## src/rtl/snn_pkg.sv

```systemverilog
`default_nettype none
// ============================================================================
//  Module      : snn_pkg
//  Description : Shared constants and FSM encoding for the SNN core blocks
//                (time unit, input encoder, output layer).
//  Revision    : 1.0 - initial release
// ============================================================================
package snn_pkg;

    localparam int          N_IN          = 784;
    localparam int          PIX_W         = 8;
    localparam logic [15:0] LFSR_MASK     = 16'hB400;
    localparam logic [15:0] LFSR_SEED_DEF = 16'hACE1;

    localparam logic [1:0]  ST_IDLE  = 2'd0;
    localparam logic [1:0]  ST_RUN   = 2'd1;
    localparam logic [1:0]  ST_DRAIN = 2'd2;
    localparam logic [1:0]  ST_DONE  = 2'd3;

    typedef enum logic [1:0] {
        S_IDLE  = ST_IDLE,
        S_RUN   = ST_RUN,
        S_DRAIN = ST_DRAIN,
        S_DONE  = ST_DONE
    } state_t;

endpackage
`default_nettype wire

```

## src/rtl/lfsr16.sv

```systemverilog
`default_nettype none
// ============================================================================
//  Module      : lfsr16
//  Description : 16-bit right-shifting Galois LFSR (x^16+x^14+x^13+x^11+1).
//                Reset and load both restore the seed; load beats enable.
//  Revision    : 1.0 - initial release
// ============================================================================
module lfsr16 (
    input  logic        clk,
    input  logic        rst,
    input  logic        load,
    input  logic [15:0] seed,
    input  logic        en,
    output logic [15:0] q
);
    import snn_pkg::*;

    logic [15:0] q_q;
    logic [15:0] q_d;

    // Next value: reload, single Galois step, or hold.
    always_comb begin
        q_d = q_q;
        if (load) begin
            q_d = seed;
        end else if (en) begin
            q_d = {1'b0, q_q[15:1]} ^ (q_q[0] ? LFSR_MASK : 16'h0000);
        end
    end

    // State register; a non-zero seed keeps the sequence off the all-zero lockup.
    always_ff @(posedge clk) begin
        if (rst) begin
            q_q <= seed;
        end else begin
            q_q <= q_d;
        end
    end

    assign q = q_q;

endmodule
`default_nettype wire

```

## src/rtl/input_spike_encoder.sv

```systemverilog
`default_nettype none
// ============================================================================
//  Module      : input_spike_encoder
//  Description : Rate encoder for the input layer. One sweep per start pulse
//                reads every pixel, compares it with the LFSR low bits and
//                writes one Bernoulli spike bit per input neuron.
//  Revision    : 1.0 - initial release
// ============================================================================
module input_spike_encoder #(
    parameter int          N_IN      = snn_pkg::N_IN,
    parameter int          ADDR_W    = 10,
    parameter int          PIX_W     = snn_pkg::PIX_W,
    parameter logic [15:0] LFSR_SEED = snn_pkg::LFSR_SEED_DEF
) (
    input  logic              clk,
    input  logic              rst,
    input  logic              start_ip_nub,
    input  logic [15:0]       TU,
    output logic              pix_rd_en,
    output logic [ADDR_W-1:0] pix_addr,
    input  logic [PIX_W-1:0]  pix_data,
    output logic              spk_wr_en,
    output logic [ADDR_W-1:0] spk_addr,
    output logic              spk_bit,
    output logic              valid_ip_nub,
    output logic              busy,
    output logic [15:0]       spike_count
);
    import snn_pkg::*;

    localparam logic [ADDR_W-1:0] LAST_ADDR = ADDR_W'(N_IN - 1);

    state_t              state_q,       state_d;
    logic                pix_rd_en_q,   pix_rd_en_d;
    logic [ADDR_W-1:0]   pix_addr_q,    pix_addr_d;
    logic                spk_wr_en_q,   spk_wr_en_d;
    logic [ADDR_W-1:0]   spk_addr_q,    spk_addr_d;
    logic [15:0]         run_cnt_q,     run_cnt_d;
    logic [15:0]         spike_count_q, spike_count_d;
    logic                valid_q,       valid_d;
    logic                busy_q,        busy_d;

    logic                lfsr_load;
    logic [15:0]         lfsr_q;
    logic                spike_now;

    // The LFSR steps once per compare, i.e. once per spike-buffer write.
    lfsr16 u_lfsr (
        .clk  (clk),
        .rst  (rst),
        .load (lfsr_load),
        .seed (LFSR_SEED),
        .en   (spk_wr_en_q),
        .q    (lfsr_q)
    );

    // pix_data is the registered image-memory output for the address issued
    // last cycle, so the compare lines up with the delayed write strobe.
    assign spike_now = spk_wr_en_q & (pix_data > lfsr_q[PIX_W-1:0]);

    // Next-state and next-output logic for the sweep sequencer.
    always_comb begin
        state_d       = state_q;
        pix_rd_en_d   = 1'b0;
        pix_addr_d    = pix_addr_q;
        spk_wr_en_d   = pix_rd_en_q;
        spk_addr_d    = pix_rd_en_q ? pix_addr_q : spk_addr_q;
        run_cnt_d     = run_cnt_q + {15'd0, spike_now};
        spike_count_d = spike_count_q;
        valid_d       = 1'b0;
        busy_d        = busy_q;
        lfsr_load     = 1'b0;

        case (state_q)
            S_IDLE: begin
                if (start_ip_nub) begin
                    state_d     = S_RUN;
                    pix_rd_en_d = 1'b1;
                    pix_addr_d  = '0;
                    run_cnt_d   = 16'd0;
                    busy_d      = 1'b1;
                    lfsr_load   = (TU == 16'd0);
                end
            end
            S_RUN: begin
                if (pix_addr_q == LAST_ADDR) begin
                    state_d = S_DRAIN;
                end else begin
                    pix_rd_en_d = 1'b1;
                    pix_addr_d  = pix_addr_q + 1'b1;
                end
            end
            S_DRAIN: begin
                // Final pixel is being compared now; fold it into the result.
                state_d       = S_DONE;
                valid_d       = 1'b1;
                spike_count_d = run_cnt_q + {15'd0, spike_now};
            end
            S_DONE: begin
                state_d = S_IDLE;
                busy_d  = 1'b0;
            end
            default: begin
                state_d = S_IDLE;
                busy_d  = 1'b0;
            end
        endcase
    end

    // Register every output and counter; reset drops any pending write.
    always_ff @(posedge clk) begin
        if (rst) begin
            state_q       <= S_IDLE;
            pix_rd_en_q   <= 1'b0;
            pix_addr_q    <= '0;
            spk_wr_en_q   <= 1'b0;
            spk_addr_q    <= '0;
            run_cnt_q     <= 16'd0;
            spike_count_q <= 16'd0;
            valid_q       <= 1'b0;
            busy_q        <= 1'b0;
        end else begin
            state_q       <= state_d;
            pix_rd_en_q   <= pix_rd_en_d;
            pix_addr_q    <= pix_addr_d;
            spk_wr_en_q   <= spk_wr_en_d;
            spk_addr_q    <= spk_addr_d;
            run_cnt_q     <= run_cnt_d;
            spike_count_q <= spike_count_d;
            valid_q       <= valid_d;
            busy_q        <= busy_d;
        end
    end

    assign pix_rd_en    = pix_rd_en_q;
    assign pix_addr     = pix_addr_q;
    assign spk_wr_en    = spk_wr_en_q;
    assign spk_addr     = spk_addr_q;
    assign spk_bit      = spike_now;
    assign valid_ip_nub = valid_q;
    assign busy         = busy_q;
    assign spike_count  = spike_count_q;

endmodule
`default_nettype wire

```

## config.mk

```make
export PLATFORM = sky130hd
export DESIGN_NAME = input_spike_encoder
export DESIGN_NICKNAME = d
export VERILOG_FILES = /design/src/rtl/snn_pkg.sv /design/src/rtl/lfsr16.sv /design/src/rtl/input_spike_encoder.sv
export SDC_FILE = /design/constraint.sdc
export NUM_CORES = 1
export LEC_CHECK = 0
export CAP_MARGIN = 20
export CORE_MARGIN = 5
export CORE_UTILIZATION = 50
export CTS_CLUSTER_SIZE = 10
export DETAILED_ROUTE_END_ITERATION = 8
export PLACE_DENSITY_LB_ADDON = 0.2
export SYNTH_ARGS = -nofsm -noshare
export SYNTH_HDL_FRONTEND = slang
export SYNTH_HIERARCHICAL = 1
export SYNTH_SLANG_ARGS = --single-unit
```

## constraint.sdc

```tcl
create_clock -name clk -period 3 [get_ports clk]
set_input_delay 0.6 -clock clk [delete_from_list [all_inputs] [get_ports clk]]
set_output_delay 0.6 -clock clk [all_outputs]
set_load 0.01 [all_outputs]
```

==> flow_summary_export.csv <==
group,metric,value,unit
status,status,"finished clean",
cts,clock_latency,330,ps
setup_path,path_max_fanout,3,
timing,final.period_utilization,97.0,%
synthesis,postSynthCellCount,332,
worst_hold_path,min_to,"spike_count[7]",
setup_path,worstPathCellList,"clkdlybuf4s50_1, ha_1, nor2b_2, o21a_1, o21a_1, o21bai_1, a21oi_2, ha_2, ha_2, and4_4, nand3_4, nor3_4, xnor2_2, a211oi_2",
grt,grt_max_degree,35,
timing,final_max_slew_viol_count,0,
synthesis,ys_types,54,
cells_and_area,drive_above_1_share,14.9,%
floorplan,die_w,92.9,µm
floorplan,rows,30,
job,max_cap_violations,0,
synthesis,postSynthAreaPerCell,10.3,µm²
route,dr.pass1.iters,4,
cts,clk_pin_slew,70,ps
synthesis,yosysSeqAreaShare,47.8,%
worst_hold_path,hold_depth,2,
setup_path,critical_path_buf_inv_count,1,
cts,cts_tree,"built",
route,wl,7140,µm
setup_path,reg2reg_from,"u_lfsr/q[1]",
route,ant_nets,0,
route,vias,2633,
worst_hold_path,hold_start,"spike_count[7]",
worst_hold_path,hp-class,"register to register",
synthesis,synth-async-reset-ratio,0,%
timing,slew_headroom,57.6,%
setup_path,worst_r2r_endpoint,"spike_count[12]",
synthesis,synth_area_leader_cell,"dfxtp_1",
setup_path,start_kind,"input pin",
setup_path,worstSetupPathType,"input pin to register",
cells_and_area,antenna_cells,0,
setup_path,reg2reg_depth,14,
cts,htreeDepth,3,
timing,setup_tns,0,ps
grt,overflow,0,
synthesis,yosysTopAreaCellShare,33.8,%
setup_path,cp.required,3210,ps
cts,hold_buffers,0,
setup_path,cp.arrival,3120,ps
floorplan,die-area,8620,µm²
grt,grt_pass1_wl,11800,µm
floorplan,core_region_area,6720,µm²
synthesis,synth_warnings,6,
place,placed_area,4240,µm²
timing,tightest_slew,635,ps
grt,grt_usage,16.7,%
cts,root_buffer,"clkbuf_8",
floorplan,die_height,92.9,µm
route,vias_per_cell,5.22,
setup_path,crit_path_top_delay_cell,"clkdlybuf4s50_1",
synthesis,synthFlopType,"dfxtp_1",
timing,hold_ws,486,ps
pwr,cellLeakagePower,0.00169,µW
timing,hold_viol,0,
timing,worst_clock_skew,6.37,ps
place,dp_cells,485,
cells_and_area,fin_area,4490,µm²
setup_path,slowest_delay,410,ps
cts,numCtsBuffers,9,
route,drc,0,
synthesis,ys_ff_latch,74,
grt,antenna_found_initial,0,
place,dpl.hpwl,5040,µm
timing,fin_crit,2910,ps
synthesis,synth_area_leaders,"dfxtp_1 34%, edfxtp_1 14%, nor2_1 5.7%",
pwr,power_density,613,nW/µm²
setup_path,cp-end-kind,"register",
cells_and_area,area_growth,30.8,%
setup_path,r2r_slack,380,ps
timing,max_freq,0.343,GHz
route,wl_per_cell,14.2,µm
synthesis,syn_area,3430,µm²
place,gp_congestion,0.764,
grt,grt_pass1_vias,2518,
cts,cts_sinks,74,
route,drt-initial-drc-count,80,
setup_path,crit_cells,14,
floorplan,start_util,51.1,%
cells_and_area,stdcell_count,504,
floorplan,io_pins,68,
timing,setup_viol,0,
setup_path,path_delay_family,"simple AND/OR/NAND/NOR gates",
place,port_buffers,67,
cts,clockBufferDepth,2,
pwr,ir_drop,0.000341,V
synthesis,synth-edff-count,16,
cells_and_area,fin_nets,461,
==> final cells by class <==
class,instances,area (µm²)
clock inverter,4,17.5
multi-input combinational,242,1780
fill,541,2230
tap,80,100
sequential,74,1640
clock buffer,12,145
timing repair buffer,78,752
inverter,14,52.6
==> power by group <==
part / switching (µW) / total [µW] / internal (µW)
registers: 73.5 / 1230 / 1160
clock network: 335 / 651 / 315
logic: 451 / 868 / 416
==> worst register-to-register path, stage by stage (launching register included) <==
cell and delay (ps):
edfxtp_1 350, inv_1 50, ha_1 280, nor2b_2 140, o21a_1 110, o21a_1 100
o21bai_1 70, a21oi_2 170, ha_2 210, ha_2 180, and4_4 240, nand3_4 110
nor3_4 250, xnor2_2 170, a211oi_2 90
==> flip-flops by register name, indices dropped and copies added (netlist names) <==
name          count
spk_wr_en         1
u_lfsr/q         16
spike_count      16
pix_addr         10
state_q           2
pix_rd_en         1
busy              1
spk_addr         10
valid_ip_nub      1
run_cnt_q        16
==> Yosys cell counts, drive strengths merged, types with 5 or more instances <==
cell	count
inv	14
a21oi	9
mux2i	14
nor2b	5
dfxtp	58
edfxtp	16
a211oi	14
ha	15
nor2	53
clkbuf	11
nand2b	5
nand4	6
mux2	16
nor3	5
xor2	9
nand3	10
buf	5
nand2	15
xnor2	8
==> repair_timing <==
item / 4_1_cts / 5_1_grt
setup endpoints to repair: 3 / 11
resized for setup: 3 / 12
pin swaps: 0 / 12
buffers inserted: 0 / 3
endpoints found under the hold margin: 0 / 0
==> through the flow <==
step / utilization [%] / total power [µW] / worst slack [ps]
detailed placement: 63.1 / 2110 / -423
global placement: 63.1 / 2080 / -317
CTS: 65.5 / 2760 / 13.6
global route: 66.8 / 2920 / -41.5
finish: 66.8 / 2750 / 88.5
floorplan: - / 1790 / 113
==> logic make-up (layout without fill, tap and decap cells) <==
family | count (synthesis) | in the layout | share of synthesized area [%]
fa+ha+maj | 15 | 15 | 5.47
mux | 30 | 30 | 10.4
simple gates | 118 | 118 | 18.4
compound gates | 46 | 46 | 9.52
flops | 74 | 74 | 47.8
other cells | 2 | 16 | 0.219
buf+inv | 30 | 108 | 3.83
xor+xnor | 17 | 17 | 4.34
==> routing by layer <==
layer | share of wire (%) | up-vias | routed length [µm] | track usage [%]
li1 | - | 1325 | - | -
met1 | 48 | 1238 | 3430 | 22.1
met2 | 45 | 60 | 3210 | 26.2
met3 | 5.8 | 10 | 411 | 4.47
met4 | 1.2 | 0 | 87 | 6.11
met5 | 0 | - | 0 | 0
==> how the worst max path moves through the flow <==
| stage | to | start | slack, ps |
|---|---|---|---|
| floorplan | spike_count[12] | pix_data[1] | 110 |
| global placement | spike_count[12] | pix_data[1] | -320 |
| detailed placement | spike_count[12] | pix_data[1] | -420 |
| CTS | spike_count[12] | pix_data[1] | 10 |
| global route | spike_count[14] | pix_data[1] | -40 |
| finish | spike_count[12] | pix_data[1] | 90 |
==> cell usage in the layout (no fill, tap or decap), drive strengths merged, types with 4 or more instances in the layout <==
master and count:
clkdlybuf4s50 66, dfxtp 58, nor2 53, conb 16, edfxtp 16, mux2 16, nand2 15, ha 15
inv 14, mux2i 14, a211oi 14, clkbuf 12, buf 11, nand3 10, xor2 9, a21oi 9
xnor2 8, nand4 6, nand2b 5, nor2b 5, nor3 5, o21ai 4, nor4 4, clkinv 4
No activity file was read; power rests on OpenSTA's default activity.
